--- src/rtl/multicycle_adder.sv ---
// multicycle_adder: WIDTH-bit ripple adder/subtractor that adds CHUNK bits per clock
// over N = WIDTH/CHUNK RUN cycles, with a start/busy/done handshake and status flags.
// Ports:
//   clk, reset        rising-edge clock, synchronous active-high reset
//   start             request, accepted in IDLE or in the DONE cycle
//   sub, a, b, cin    operation and operands, captured on accept
//   busy, done        computation in progress / one-cycle result-valid pulse
//   sum, cout         result and MSB carry-out (for subtract, 1 = no borrow)
//   overflow, zero    signed overflow and sum == 0, updated on entry to DONE
module multicycle_adder #(
    parameter int unsigned WIDTH = 32,
    parameter int unsigned CHUNK = 8
) (
    input  logic             clk,
    input  logic             reset,
    input  logic             start,
    input  logic             sub,
    input  logic [WIDTH-1:0] a,
    input  logic [WIDTH-1:0] b,
    input  logic             cin,
    output logic             busy,
    output logic             done,
    output logic [WIDTH-1:0] sum,
    output logic             cout,
    output logic             overflow,
    output logic             zero
);

    localparam int unsigned N  = WIDTH / CHUNK;
    localparam int unsigned KW = (N > 1) ? $clog2(N) : 1;

    typedef enum logic [1:0] {
        IDLE = 2'd0,
        RUN  = 2'd1,
        DONE = 2'd2
    } state_t;

    state_t           state;
    state_t           state_next;
    logic [KW-1:0]    k;
    logic [WIDTH-1:0] a_q;
    logic [WIDTH-1:0] b_q;
    logic [WIDTH-1:0] acc;
    logic             carry;

    logic             accept_c;
    logic             last_c;
    logic [31:0]      base_c;
    logic [CHUNK:0]   chunk_sum_c;
    logic [WIDTH-1:0] acc_next_c;

    // Chunk adder and partial-result merge for the current RUN cycle
    always_comb begin
        accept_c    = start && ((state == IDLE) || (state == DONE));
        last_c      = (k == KW'(N - 1));
        base_c      = 32'(k) * CHUNK;
        chunk_sum_c = {1'b0, a_q[base_c +: CHUNK]} + {1'b0, b_q[base_c +: CHUNK]}
                      + (CHUNK + 1)'(carry);
        acc_next_c  = acc;
        acc_next_c[base_c +: CHUNK] = chunk_sum_c[CHUNK-1:0];
    end

    // Next-state logic
    always_comb begin
        state_next = state;
        case (state)
            IDLE:    if (accept_c) state_next = RUN;
            RUN:     if (last_c) state_next = DONE;
            DONE:    state_next = accept_c ? RUN : IDLE;
            default: state_next = IDLE;
        endcase
    end

    // State register
    always_ff @(posedge clk) begin
        if (reset) begin
            state <= IDLE;
        end else begin
            state <= state_next;
        end
    end

    // Datapath, handshake outputs and result flags
    always_ff @(posedge clk) begin
        if (reset) begin
            busy     <= 1'b0;
            done     <= 1'b0;
            sum      <= '0;
            cout     <= 1'b0;
            overflow <= 1'b0;
            zero     <= 1'b0;
            k        <= '0;
            a_q      <= '0;
            b_q      <= '0;
            acc      <= '0;
            carry    <= 1'b0;
        end else begin
            busy <= (state_next == RUN);
            done <= (state_next == DONE);
            if (accept_c) begin
                a_q   <= a;
                b_q   <= sub ? ~b : b;
                carry <= sub ? 1'b1 : cin;
                k     <= '0;
            end else if (state == RUN) begin
                acc   <= acc_next_c;
                carry <= chunk_sum_c[CHUNK];
                k     <= k + KW'(1);
                // Published result changes only when the last chunk lands
                if (last_c) begin
                    sum      <= acc_next_c;
                    cout     <= chunk_sum_c[CHUNK];
                    overflow <= (a_q[WIDTH-1] == b_q[WIDTH-1]) &&
                                (acc_next_c[WIDTH-1] != a_q[WIDTH-1]);
                    zero     <= ~|acc_next_c;
                end
            end
        end
    end

endmodule

--- config.mk ---
export PLATFORM = sky130hd
export DESIGN_NAME = multicycle_adder
export DESIGN_NICKNAME = d
export VERILOG_FILES = /design/src/rtl/multicycle_adder.sv
export SDC_FILE = /design/constraint.sdc
export NUM_CORES = 1
export LEC_CHECK = 0
export CORE_ASPECT_RATIO = 0.5
export CORE_MARGIN = 4
export CORE_UTILIZATION = 49
export DETAILED_ROUTE_END_ITERATION = 8
export GPL_TIMING_DRIVEN = 0
export PLACE_DENSITY = 0.74
export SYNTH_ARGS = -nofsm -noshare
export SYNTH_HDL_FRONTEND = slang
export SYNTH_SLANG_ARGS = --single-unit
--- constraint.sdc ---
create_clock -name clk -period 5.46 [get_ports clk]
set_input_delay 1.638 -clock clk [delete_from_list [all_inputs] [get_ports clk]]
set_output_delay 1.638 -clock clk [all_outputs]
set_load 0.02 [all_outputs]
==> results of run 1 <==
-- layout make-up --
class	instances	area, um2
fill	1010	4060
multi-input combinational	493	3280
sequential	138	2760
timing repair buffer	104	1040
clock buffer	21	450
buffer	60	239
tap	165	206
clock inverter	11	123
inverter	10	37.5
-- worst paths after layout --
kind,start,cells past startpoint,end,slack [ps]
worst max register to register,k[1],13,zero,1030
worst min register to register,a_q[18],2,a_q[18],460
worst min-delay path,a_q[18],2,a_q[18],460
worst max-delay path,k[1],13,zero,1030
-- stage by stage --
stage	instances	worst slack, ps	power (W)	hold WS, ps
floorplan	701	1920	0.00140	433
global placement	970	1170	0.00155	439
detailed placement	970	1190	0.00156	447
CTS	1002	1120	0.00268	455
global route	1002	751	0.00278	479
finish	1002	1030	0.00268	455
-- tightest hold or removal path, cell delays in order (launching register included) --
cell,delay [ps]
dfxtp_1,310
nand2_1,50
a21oi_1,50
-- flip-flops by register name (all words and copies together) (netlist names), 2 cells and up --
register,flops
state,2
b_q,32
acc,32
a_q,32
sum,32
k,2
-- metal layers --
layer	GRT usage, %	share of wire, %
met1	32.6	45
met2	40.6	46
met3	5.49	7.1
met4	9.20	1.9
met5	0	0
-- cells in the mapped netlist, drive strengths merged, types with 5 or more instances --
library cell,instances,area share (%)
inv,10,0.59
xnor2,36,5.3
a211oi,96,11
dfxtp,138,44
nand2,72,4.3
nor2,111,6.6
a22oi,15,1.8
ha,13,2.6
buf,12,0.93
a31oi,5,0.50
clkbuf,48,2.9
a21oi,54,4.3
mux4,16,5.7
nor2b,21,2.1
-- power by group --
group          total, W  internal [W]  switching, W
Sequential      0.00110       0.00107     0.0000372
Clock           0.00113      0.000682      0.000450
Combinational  0.000448      0.000190      0.000258
Total           0.00268       0.00194      0.000745
-- logic make-up after synthesis --
family / Yosys count / share of synthesized area, %
AND/OR/NAND/NOR: 232 / 16.1
AO/OA/AOI/OAI: 192 / 21.3
flip-flops: 138 / 43.7
buffers and inverters: 70 / 4.38
XOR/XNOR: 38 / 5.57
multiplexers: 16 / 5.71
adder cells (fa/ha/maj): 15 / 3.21
==> flow_metrics.env, run 1 <==
export IMPL_numCtsBuffers=17
export IMPL_synth_cells=701
export IMPL_drtIter0Drc=326
export IMPL_synth_top_flop_cell="dfxtp_1"
export IMPL_hp_class="reg -> reg"
export IMPL_place_congestion=0.916
export IMPL_ys_types=52
export IMPL_post_route_period_util_pct=81.2
export IMPL_post_cts_resized=0
export IMPL_ys_ff_latch=138
export IMPL_die_height_um=88.3
export IMPL_relSlewSlack_pct=27.6
export IMPL_async_flop_share_pct=0
export IMPL_synth_fp_nets=785
export IMPL_crit_fanout=10
export IMPL_synth_edf_count=0
export IMPL_layout_drive_gt1_share_pct=7.17
export IMPL_layout_commonest_cell="dfxtp_1"
export IMPL_fin_setup_tns_ps=0
export IMPL_vias_per_cell=5.64
export IMPL_cpMostUsedCell="fa_1"
export IMPL_design_area_um2=8140
export IMPL_vias=5654
export IMPL_core_area_um2=12200
export IMPL_crit_slowest_cell="xnor2_1"
export IMPL_clk_latency_ps=430
export IMPL_clock_fmax_mhz=226
export IMPL_period_minus_slack_ps=4430
export IMPL_yosysSeqAreaShare_pct=43.7
export IMPL_tritoncts="done"
export IMPL_h_tree_depth=4
export IMPL_yosysWarnings=0
export IMPL_endpoint_kind="flop"
export IMPL_drtAntennaViolNets=0
export IMPL_critPathLaunchType="flop"
export IMPL_placed_cell_area_um2=7560
export IMPL_arrival_ps=4740
export IMPL_worstMarginPinSlew_ps=1070
export IMPL_p_leak_nw=2.81
export IMPL_die_w_um=169
export IMPL_clockBufferDepth=2
export IMPL_ir_worst_vdd_mv=0.175
export IMPL_layout_common_cells="138 x dfxtp_1, 111 x nor2_1, 104 x clkdlybuf4s50_1"
export IMPL_worst_path_buf_inv=3
export IMPL_route_detailed_drc=0
export IMPL_post_route_util_pct=66.7
export IMPL_antennaDiodeCount=0
export IMPL_grt_pass1_vias=5634
export IMPL_hpwl_mm=12.8
export IMPL_start_util_pct=51.8
export IMPL_grt_max_degree=17
export IMPL_crit_required_ps=5770
export IMPL_grtUsageTotal_pct=24.7
export IMPL_io_pins=106
export IMPL_drv_slew=0
export IMPL_cts_root_buf="clkbuf_16"
export IMPL_numPortBuffers=104
export IMPL_syn_avg_cell_area_um2=9.01
export IMPL_path_clk_slew_ps=60
export IMPL_grt_setup_unrepaired="no"
export IMPL_grt_overflow_total=0
export IMPL_grt_pass1_wl_mm=28.8
export IMPL_rows=28
export IMPL_postCtsSetupBuffers=0
export IMPL_ctsHoldBuffers=0
export IMPL_die_area_um2=14900
export IMPL_firstDrtPassIters=5
export IMPL_wl_per_cell_um=17.8
export IMPL_cp_cell_sequence="clkbuf_1, buf_1, mux4_2, fa_1, inv_1, fa_1, nor2b_1, o21a_1, nor2_1, xnor2_1, a21oi_1, nand4_1, o31ai_2"
export IMPL_report_final_hold_viol_count=0
export IMPL_power_density_nw_per_um2=330
export IMPL_cp_top_family="buffers and inverters"
export IMPL_routed_wl_mm=17.8
export IMPL_slowest_delay_ps=820
export IMPL_skew_ps=6.13
export IMPL_area_growth_pct=28.8
export IMPL_timing_final_setup_violations=0
export IMPL_critical_path_class="reg -> reg"
export IMPL_outcome="finished clean"
export IMPL_nNetsFinal=908
export IMPL_cap_violations=0
export IMPL_synthesis_area_um2=6310
export IMPL_antenna_found_initial=0
export IMPL_cts_sinks=138
Note: power is estimated with default switching activity, not from simulation.
==> run 2: changes to the inputs <==
CORE_UTILIZATION = 48   (was 49)
PLACE_DENSITY = 0.76   (was 0.74)
clock period = 3.8 ns   (was 5.46 ns; I/O delays follow)
==> run 2 against run 1 <==
- sequential share of layout area is 0.77 points lower
- combinational power is 50% higher
- clock-buffer cell count stayed put
- first-iteration DRC count is 40% higher
- global-route usage is 0.44 points lower
- sequential power is 45% higher
- cell count is 0.60% higher
- worst setup slack worse by 880 ps
- critical path type unchanged
- critical endpoint unchanged
==> flow_metrics.env, run 2 (synthesized netlist as in run 1, its figures left out) <==
export IMPL_outcome="finished clean"
export IMPL_post_route_period_util_pct=96.0
export IMPL_place_congestion=0.906
export IMPL_period_minus_slack_ps=3650
export IMPL_post_route_util_pct=65.2
export IMPL_antennaDiodeCount=0
export IMPL_drv_slew=0
export IMPL_clock_fmax_mhz=274
export IMPL_nNetsFinal=909
export IMPL_critPathLaunchType="flop"
export IMPL_numCtsBuffers=17
export IMPL_placed_cell_area_um2=7570
export IMPL_vias_per_cell=5.72
export IMPL_crit_fanout=10
export IMPL_clk_latency_ps=420
export IMPL_clockBufferDepth=2
export IMPL_grt_overflow_total=0
export IMPL_worst_path_buf_inv=2
export IMPL_cpMostUsedCell="fa_1"
export IMPL_tritoncts="done"
export IMPL_cp_cell_sequence="buf_6, mux4_2, fa_1, inv_1, fa_1, nor2b_1, o21a_1, nor2_1, xnor2_2, a21oi_1, nand4_1, o31ai_2"
export IMPL_relSlewSlack_pct=49.2
export IMPL_grt_pass1_vias=5761
export IMPL_skew_ps=9.73
export IMPL_antenna_found_initial=0
export IMPL_grt_pass1_wl_mm=29.0
export IMPL_report_final_hold_viol_count=0
export IMPL_slowest_delay_ps=550
export IMPL_design_area_um2=8320
export IMPL_hpwl_mm=12.8
export IMPL_die_area_um2=15200
export IMPL_drtIter0Drc=457
export IMPL_wl_per_cell_um=18.1
export IMPL_drtAntennaViolNets=0
export IMPL_core_area_um2=12800
export IMPL_path_clk_slew_ps=60
export IMPL_cap_violations=0
export IMPL_io_pins=106
export IMPL_internal_power_w=0.00310
export IMPL_p_leak_nw=2.91
export IMPL_rows=29
export IMPL_endpoint_kind="flop"
export IMPL_cts_root_buf="clkbuf_16"
export IMPL_ff2ff_setup_slack_ps=150
export IMPL_grt_max_degree=17
export IMPL_cp_top_family="compound AO/OA/AOI/OAI gates"
export IMPL_crit_required_ps=4140
export IMPL_die_height_um=89.1
export IMPL_route_detailed_drc=0
export IMPL_h_tree_depth=4
export IMPL_ir_worst_vdd_mv=0.281
export IMPL_worstMarginPinSlew_ps=762
export IMPL_nFillCells=1044
export IMPL_firstDrtPassIters=5
export IMPL_layout_common_cells="138 x dfxtp_1, 111 x nor2_1, 104 x clkdlybuf4s50_1"
export IMPL_p_sw_share_pct=25.8
export IMPL_seqPwrFrac_pct=37.9
export IMPL_layout_drive_gt1_share_pct=8.47
export IMPL_area_growth_pct=31.8
export IMPL_numPortBuffers=104
export IMPL_crit_slowest_cell="mux4_2"
export IMPL_timing_final_setup_violations=0
export IMPL_hp_class="reg -> reg"
export IMPL_vias=5765
export IMPL_power_density_nw_per_um2=503
export IMPL_clkPwrFrac_pct=46.0
export IMPL_power_frac_comb_pct=16.0
export IMPL_start_util_pct=49.4
export IMPL_critical_path_class="reg -> reg"
export IMPL_grtUsageTotal_pct=24.2
export IMPL_layout_commonest_cell="dfxtp_1"
export IMPL_routed_wl_mm=18.3
export IMPL_p_sw_w=0.00108
export IMPL_die_w_um=170
export IMPL_cts_sinks=138
export IMPL_arrival_ps=3990
==> run 2: final timing paths <==
| path | from | endpoint | cells past startpoint |
|---|---|---|---|
| max reg2reg | k[0] | zero | 12 |
| min reg2reg | a_q[19] | a_q[19] | 2 |
| max | k[0] | zero | 12 |
| min | a_q[19] | a_q[19] | 2 |
==> run 2: routing by layer <==
metal | up-vias | part of all wire (%) | GRT usage (%)
li1 | 2743 | - | -
met1 | 2748 | 44 | 31.2
met2 | 238 | 48 | 40.8
met3 | 36 | 7.0 | 4.86
met4 | 0 | 1.8 | 9.78
met5 | - | 0 | 0
==> run 2: timing repair <==
| action | in CTS | in global routing |
|---|---|---|
| setup endpoints to repair | 44 | 26 |
| gates resized for setup | 6 | 9 |
| pin swaps | 0 | 1 |
| buffers inserted | 0 | 1 |
| hold buffers | 0 | 0 |
==> run 2: power groups by stage <==
stage	combinational [W]	clock (W)	sequential (W)
after floorplan	0.000414	0	0.00160
after global placement	0.000613	0	0.00161
after detailed placement	0.000629	0	0.00161
after CTS	0.000639	0.00192	0.00159
after global routing	0.000720	0.00199	0.00160
final	0.000670	0.00193	0.00159
==> run 2: through the flow <==
step | hold slack, ps | power [W] | TNS, ps | setup slack [ps] | cells
detailed placement | 447 | 0.00224 | -12900 | -578 | 975
floorplan | 433 | 0.00201 | 0 | 264 | 701
global route | 473 | 0.00430 | -61.9 | -61.9 | 1008
CTS | 455 | 0.00414 | 0 | 26.3 | 1007
global placement | 440 | 0.00222 | -10340 | -497 | 975
finish | 453 | 0.00418 | 0 | 150 | 1008
==> run 2: area by class of cell <==
cell class / instances / area [um2] / area share, %
sequential: 138 / 2760 / 33.2
clock buffer: 21 / 470 / 5.65
multi-input combinational: 493 / 3320 / 39.9
buffer: 60 / 256 / 3.08
tap: 170 / 213 / 2.56
timing repair buffer: 105 / 1050 / 12.6
clock inverter: 11 / 215 / 2.59
inverter: 10 / 37.5 / 0.451
==> run 2: worst register-to-register path, stage by stage (launching register included) <==
cell	delay, ps
dfxtp_1	500
buf_6	240
mux4_2	550
fa_1	440
inv_1	110
fa_1	250
nor2b_1	90
o21a_1	160
nor2_1	200
xnor2_2	240
a21oi_1	400
nand4_1	160
o31ai_2	220
==> run 3: changes to the inputs <==
REMOVE_ABC_BUFFERS = 1   (was not set)
==> run 3 against run 2 <==
- global-route usage shrank 4.5 points
- clock-buffer cell count down 4
- register-to-register slack worse by 40 ps
- worst setup slack worse by 36 ps
- cell count is 5.5% lower
- final area decreased by 3.3%
- clock power decreased by 19%
- non-clock buffer count is 55 lower
- combinational power is 9.4% lower
- first-iteration DRC count shrank 26%
- sequential share of layout area rose by 1.2 points
- largest cell class unchanged
==> flow_metrics.env, run 3 (synthesized netlist as in run 1, its figures left out) <==
export IMPL_outcome="finished clean"
export IMPL_die_area_um2=15200
export IMPL_final_cells=953
export IMPL_grt_overflow_total=0
export IMPL_cts_root_buf="clkbuf_16"
export IMPL_ir_worst_vdd_mv=0.282
export IMPL_drtIter0Drc=336
export IMPL_timing_final_setup_violations=0
export IMPL_endpoint_kind="flop"
export IMPL_wl_per_cell_um=15.4
export IMPL_layout_common_cells="136 x dfxtp_1, 111 x nor2_1, 103 x clkdlybuf4s50_1"
export IMPL_clock_fmax_mhz=271
export IMPL_grt_pass1_vias=4955
export IMPL_antenna_found_initial=0
export IMPL_numPortBuffers=105
export IMPL_layout_commonest_cell="dfxtp_1"
export IMPL_routed_wl_mm=14.7
export IMPL_vias=5201
export IMPL_relSlewSlack_pct=13.8
export IMPL_critPathLaunchType="flop"
export IMPL_area_growth_pct=27.4
export IMPL_nFillCells=1040
export IMPL_critical_path_class="reg -> reg"
export IMPL_cts_sinks=138
export IMPL_hpwl_mm=10.0
export IMPL_grt_max_degree=88
export IMPL_slowest_delay_ps=630
export IMPL_nNetsFinal=854
export IMPL_numCtsBuffers=17
export IMPL_arrival_ps=4010
export IMPL_multi_input_area_um2=3320
export IMPL_worstMarginPinSlew_ps=1290
export IMPL_report_final_hold_viol_count=0
export IMPL_tritoncts="done"
export IMPL_drv_slew=0
export IMPL_rows=29
export IMPL_crit_slowest_cell="dfxtp_4"
export IMPL_crit_required_ps=4130
export IMPL_vias_per_cell=5.46
export IMPL_cpMostUsedCell="fa_1"
export IMPL_cp_cell_sequence="mux4_2, fa_1, inv_1, fa_1, xnor2_1, a22oi_1, and4b_1, nand4_1, a2111oi_2, nand3_1, o31ai_2"
export IMPL_period_minus_slack_ps=3690
export IMPL_place_congestion=0.804
export IMPL_die_w_um=170
export IMPL_layout_drive_gt1_share_pct=9.07
export IMPL_die_height_um=89.1
export IMPL_grt_pass1_wl_mm=23.9
export IMPL_hp_class="reg -> reg"
export IMPL_route_detailed_drc=0
export IMPL_clk_latency_ps=420
export IMPL_h_tree_depth=4
export IMPL_grt_setup_unrepaired="no"
export IMPL_post_route_util_pct=63.0
export IMPL_cap_violations=0
export IMPL_power_density_nw_per_um2=467
export IMPL_path_clk_slew_ps=60
export IMPL_clockBufferDepth=2
export IMPL_skew_ps=8.63
export IMPL_p_leak_nw=2.78
export IMPL_regArea_um2=2770
export IMPL_crit_fanout=26
export IMPL_post_route_period_util_pct=97.0
export IMPL_core_area_um2=12800
export IMPL_grtUsageTotal_pct=19.8
export IMPL_firstDrtPassIters=5
export IMPL_place_inst=921
export IMPL_start_util_pct=49.4
export IMPL_io_pins=106
export IMPL_fin_setup_tns_ps=0
export IMPL_antennaDiodeCount=0
export IMPL_drtAntennaViolNets=0
==> run 3: cell count changes in the layout (fill, tap and decap cells not counted), moves of 4 or more <==
cell | previous run | this run
clkbuf_1 | 48 | 0
buf_1 | 4 | 0
inv_6 | 0 | 5
bufinv_16 | 6 | 0
buf_12 | 0 | 4
==> run 3: final timing paths <==
kind / slack, ps / endpoint / startpoint / depth (start not counted)
hold reg to reg: 450 / a_q[13] / a_q[13] / 2
hold / removal: 450 / a_q[13] / a_q[13] / 2
setup reg to reg: 110 / zero / k[0] / 11
setup / recovery: 110 / zero / k[0] / 11
==> run 3: layout make-up <==
class	count	area share [%]
timing repair buffer	110	14.3
sequential	138	34.4
multi-input combinational	493	41.2
clock buffer	17	5.29
clock inverter	15	1.68
inverter	10	0.467
tap	170	2.64
==> run 3: metrics by stage <==
stage / power, W / setup WS [ps] / area, um2 / hold WS, ps
4_1_cts: 0.00377 / 166 / 8030 / 454
6_report: 0.00375 / 115 / 8050 / 452
5_1_grt: 0.00391 / 18.9 / 8050 / 474
3_3_place_gp: 0.00220 / -3270 / 7340 / 440
3_5_place_dp: 0.00222 / -505 / 7470 / 444
2_1_floorplan: 0.00199 / -1260 / 6080 / 427
==> run 3: worst max-delay path, delay by kind of cell (launching register included) <==
family,cells,cell delay (ps)
AO/OA/AOI/OAI,3,890
adder cells (fa/ha/maj),2,640
flip-flops,1,630
multiplexers,1,610
AND/OR/NAND/NOR,3,580
XOR/XNOR,1,160
buffers and inverters,1,90
==> run 3: what timing repair did <==
item	4_1_cts	5_1_grt
buffers inserted	0	0
endpoints found under the hold margin	0	0
resized for setup	3	1
hold buffers	0	0
setup endpoints to repair	46	1
==> run 3: layer usage <==
layer | vias up | wire length (um) | track usage, %
met2 | 124 | 7170 | 33.8
met1 | 2428 | 6740 | 25.5
met4 | 0 | 188 | 6.16
met5 | - | 0 | 0
li1 | 2630 | - | -
met3 | 19 | 590 | 4.42
==> run 3: power breakdown <==
| part | internal (W) | leakage [nW] | switching [W] |
|---|---|---|---|
| sequential | 0.00153 | 1.13 | 0.0000564 |
| clock | 0.000861 | 0.267 | 0.000698 |
| combinational | 0.000278 | 1.38 | 0.000330 |
==> edit 1: new RTL, config.mk and constraints of run 1 <==
Put one more register stage on the output `sum`, without a reset. The value now appears one clock later. The other outputs are not delayed to match.
--- a/src/rtl/multicycle_adder.sv
+++ b/src/rtl/multicycle_adder.sv
@@ -34,6 +34,8 @@
         RUN  = 2'd1,
         DONE = 2'd2
     } state_t;
+
+    logic [WIDTH-1:0] sum_s0;
 
     state_t           state;
     state_t           state_next;
@@ -85,7 +87,7 @@
         if (reset) begin
             busy     <= 1'b0;
             done     <= 1'b0;
-            sum      <= '0;
+            sum_s0   <= '0;
             cout     <= 1'b0;
             overflow <= 1'b0;
             zero     <= 1'b0;
@@ -108,7 +110,7 @@
                 k     <= k + KW'(1);
                 // Published result changes only when the last chunk lands
                 if (last_c) begin
-                    sum      <= acc_next_c;
+                    sum_s0   <= acc_next_c;
                     cout     <= chunk_sum_c[CHUNK];
                     overflow <= (a_q[WIDTH-1] == b_q[WIDTH-1]) &&
                                 (acc_next_c[WIDTH-1] != a_q[WIDTH-1]);
@@ -118,5 +120,9 @@
         end
     end
 
+    always_ff @(posedge clk) begin
+        sum <= sum_s0;
+    end
+
 endmodule
 
Check against the original RTL: not equivalent (Yosys sat finds a counterexample within 10 cycles, from zero or initial values and one cycle with reset high).
==> edit 1 against run 1 <==
Global-route usage is 1.5 points lower; power up 13%; synthesized area grew 9.9%; synthesized cell count grew 4.9%; die area increased by 9.2%; wire length up 3.7%; setup slack better by 0.034 ns; design area up 8.5%; sequential cell count rose by 32; largest cell class is now sequential cells; largest power group is now registers; highest routed layer unchanged.
==> edit 1: results <==
{
  "gp_congestion": 0.9211,
  "syn_avg_cell_area_um2": 9.444,
  "synth.net_count": 819,
  "ir_drop_v": 0.0002039,
  "wl_per_cell_um": 17.39,
  "comb_power_share_pct": 14.8,
  "switching_share_pct": 27.15,
  "r2r-start": "k[0]",
  "hp-start": "sum_s0[8]",
  "drive_gt1_share_pct": 6.667,
  "tightest_slew_ns": 1.091,
  "hold_depth": 0,
  "r2r.worst_path.cells": 11,
  "portBuffers": 103,
  "track_usage_pct": 23.16,
  "cp_slowest_stage_delay_ns": 0.85,
  "fin_skew_ns": 0.01106,
  "yosys-top-cells-area": "dfxtp_1, a211oi_1, nor2_1, mux4_2, xnor2_1",
  "synth_top_cells_by_count": "dfxtp_1, nor2_1, a211oi_1",
  "cpLargestDelayFamily": "XOR/XNOR gates",
  "outcome": "finished, final reports clean",
  "hpwl_um": 13170,
  "via_count": 6026,
  "grt_pass1_wl_um": 30010,
  "clkPwrFrac_pct": 41.4,
  "post-place-cells": 1030,
  "first_iter_violations": 541,
  "seq_area_frac_synth_pct": 49.03,
  "dr.pass1.iters": 6,
  "grt_pass1_vias": 5798,
  "arrival_ns": 4.72,
  "holdPathEnd": "sum[8]"
}
-- edit 1: cell families after synthesis --
kind of cell / Yosys count / synth area share (%)
DFF: 170 / 49.03
AOI/OAI and AO/OA: 187 / 18.80
muxes: 18 / 5.480
xor gates and xnor gates: 35 / 4.416
buffers and inverters: 67 / 3.695
adders and majority gates: 15 / 2.920
and+or+nand+nor: 243 / 15.66
-- edit 1: area by class of cell --
type	instances	area share, %
Tap cell	192	2.722
Multi-Input combinational cell	498	37.19
Sequential cell	170	38.57
Clock inverter	14	2.070
Timing Repair Buffer	103	11.68
Inverter	10	0.4254
Clock buffer	18	4.863
Buffer	57	2.481
-- edit 1: routing by layer --
| layer | routed length (um) | GRT usage [%] | vias to the layer above |
|---|---|---|---|
| met4 | 387 | 7.652 | 0 |
| met5 | 0 | 0 | - |
| li1 | - | - | 2871 |
| met2 | 8672 | 36.19 | 226 |
| met1 | 8082 | 32.21 | 2888 |
| met3 | 1325 | 4.695 | 41 |
-- edit 1: how the worst max path moves through the flow --
stage / from / endpoint / slack [ns] / cells past startpoint
finish: k[0] / zero / 1.06 / 11
global route: k[0] / zero / 0.98 / 11
CTS: k[0] / zero / 1.22 / 11
detailed placement: k[0] / zero / 1.22 / 11
global placement: k[0] / zero / 1.27 / 11
floorplan: k[0] / zero / 1.87 / 11
-- edit 1: metrics by stage --
step	cell area [um2]	setup WS (ns)	power, mW	hold slack (ns)
after CTS	8825	1.218	3.031	0.3471
after global placement	8213	1.274	1.780	0.3369
after floorplan	6942	1.868	1.629	0.3259
final	8825	1.061	3.034	0.3474
after detailed placement	8213	1.224	1.791	0.3378
after global routing	8825	0.9776	3.134	0.3453
==> edit 2: new RTL, settings of run 1 <==
Made on the original files. Set the parameter `CHUNK` to 4 (it was 8).
--- a/src/rtl/multicycle_adder.sv
+++ b/src/rtl/multicycle_adder.sv
@@ -9,7 +9,7 @@
 //   overflow, zero    signed overflow and sum == 0, updated on entry to DONE
 module multicycle_adder #(
     parameter int unsigned WIDTH = 32,
-    parameter int unsigned CHUNK = 8
+    parameter int unsigned CHUNK = 4
 ) (
     input  logic             clk,
     input  logic             reset,
Formal check against the unedited RTL: not equivalent (Yosys sat finds a counterexample within 10 cycles, from zero or initial values and one cycle with reset high).
==> edit 2 against run 1 <==
Synthesized area rose by 3.5%; setup slack got worse by 0.033 ns; synthesized cell count increased by 11%; first-iteration DRC count increased by 52%; critical path type unchanged; die area rose by 3.2%; power shrank 4.8%; maximum frequency down 0.75%; wire length increased by 7.4%; sequential cell count grew 1; design area grew 2.7%.
==> edit 2: results <==
{
  "nNonClkInverters": 7,
  "seq_area_frac_synth_pct": 42.59,
  "root_buffer": "clkbuf_16",
  "synth_compound_area_share_pct": 17.39,
  "cp_slowest_stage_delay_ns": 0.58,
  "use_met1_pct": 34.76,
  "syn_avg_cell_area_um2": 8.431,
  "n_fill_cell": 1130,
  "multi_input_area_share_pct": 41.11,
  "syn2layout_area_growth_pct": 27.90,
  "nNetsFinal": 979,
  "track_usage_pct": 25.53,
  "drt-total-wl_um": 19120,
  "ir_drop_v": 0.0002150,
  "met2_usage_pct": 42.38,
  "sh_seq_area_pct": 33.30,
  "pre_cts_slack_ns": 1.019,
  "critPathMaxFanout": 10,
  "htreeDepth": 4,
  "m1WireLength_um": 8934,
  "clk_share_pct": 6.812,
  "yosys-top-cells-area": "dfxtp_1, a211oi_1, nand2_1, nor2_1, mux4_2",
  "buf_share_pct": 15.92,
  "buffers": 173,
  "dpl_cell_area_mm2": 0.007787,
  "clkbuf_count": 18,
  "outcome": "finished, final reports clean",
  "switching_power_mw": 0.7281,
  "use_met3_pct": 4.547,
  "post-place-cells": 1049,
  "drive_gt1_share_pct": 7.794,
  "grt_pass1_vias": 5928,
  "fin_skew_ns": 0.01096,
  "dr_wl_met2_um": 8652,
  "wl_per_cell_um": 17.69,
  "hpwl_um": 14060,
  "grt_pass1_wl_um": 30350,
  "wl_met3_um": 1274,
  "synth.net_count": 856,
  "tightest_slew_ns": 0.7344,
  "multi_input_area_mm2": 0.003436,
  "crit_slowest_cell": "mux4_2",
  "synth-xor-area-share_pct": 4.692,
  "muxShareOfSynthArea_pct": 7.354,
  "first_iter_violations": 496,
  "synth_top_cells_by_count": "dfxtp_1, nand2_1, nor2_1",
  "gp_congestion": 0.9290
}
[edit 2: final timing paths]
kind / cells after the start / startpoint / slack [ns] / end
worst max-delay path: 15 / k[0] / 0.99 / zero
worst min-delay path: 2 / a_q[21] / 0.46 / a_q[21]
worst max register to register: 15 / k[0] / 0.99 / zero
worst min register to register: 2 / a_q[21] / 0.46 / a_q[21]
[edit 2: power by group through the flow]
| stage | Combinational (mW) | Clock [mW] | Sequential (mW) |
|---|---|---|---|
| 2_1_floorplan | 0.231 | 0 | 1.10 |
| 5_1_grt | 0.402 | 1.15 | 1.09 |
| 6_report | 0.366 | 1.10 | 1.09 |
| 3_5_place_dp | 0.358 | 0 | 1.11 |
| 4_1_cts | 0.362 | 1.10 | 1.09 |
| 3_3_place_gp | 0.354 | 0 | 1.11 |
[edit 2: worst register-to-register path: cells and delay by family, from the launching register on]
family          cells  cell delay (ns)
buf+inv             5             1.29
simple gates        5             0.91
fa+ha+maj           2             0.82
mux                 1             0.58
flops               1             0.42
compound gates      2             0.35
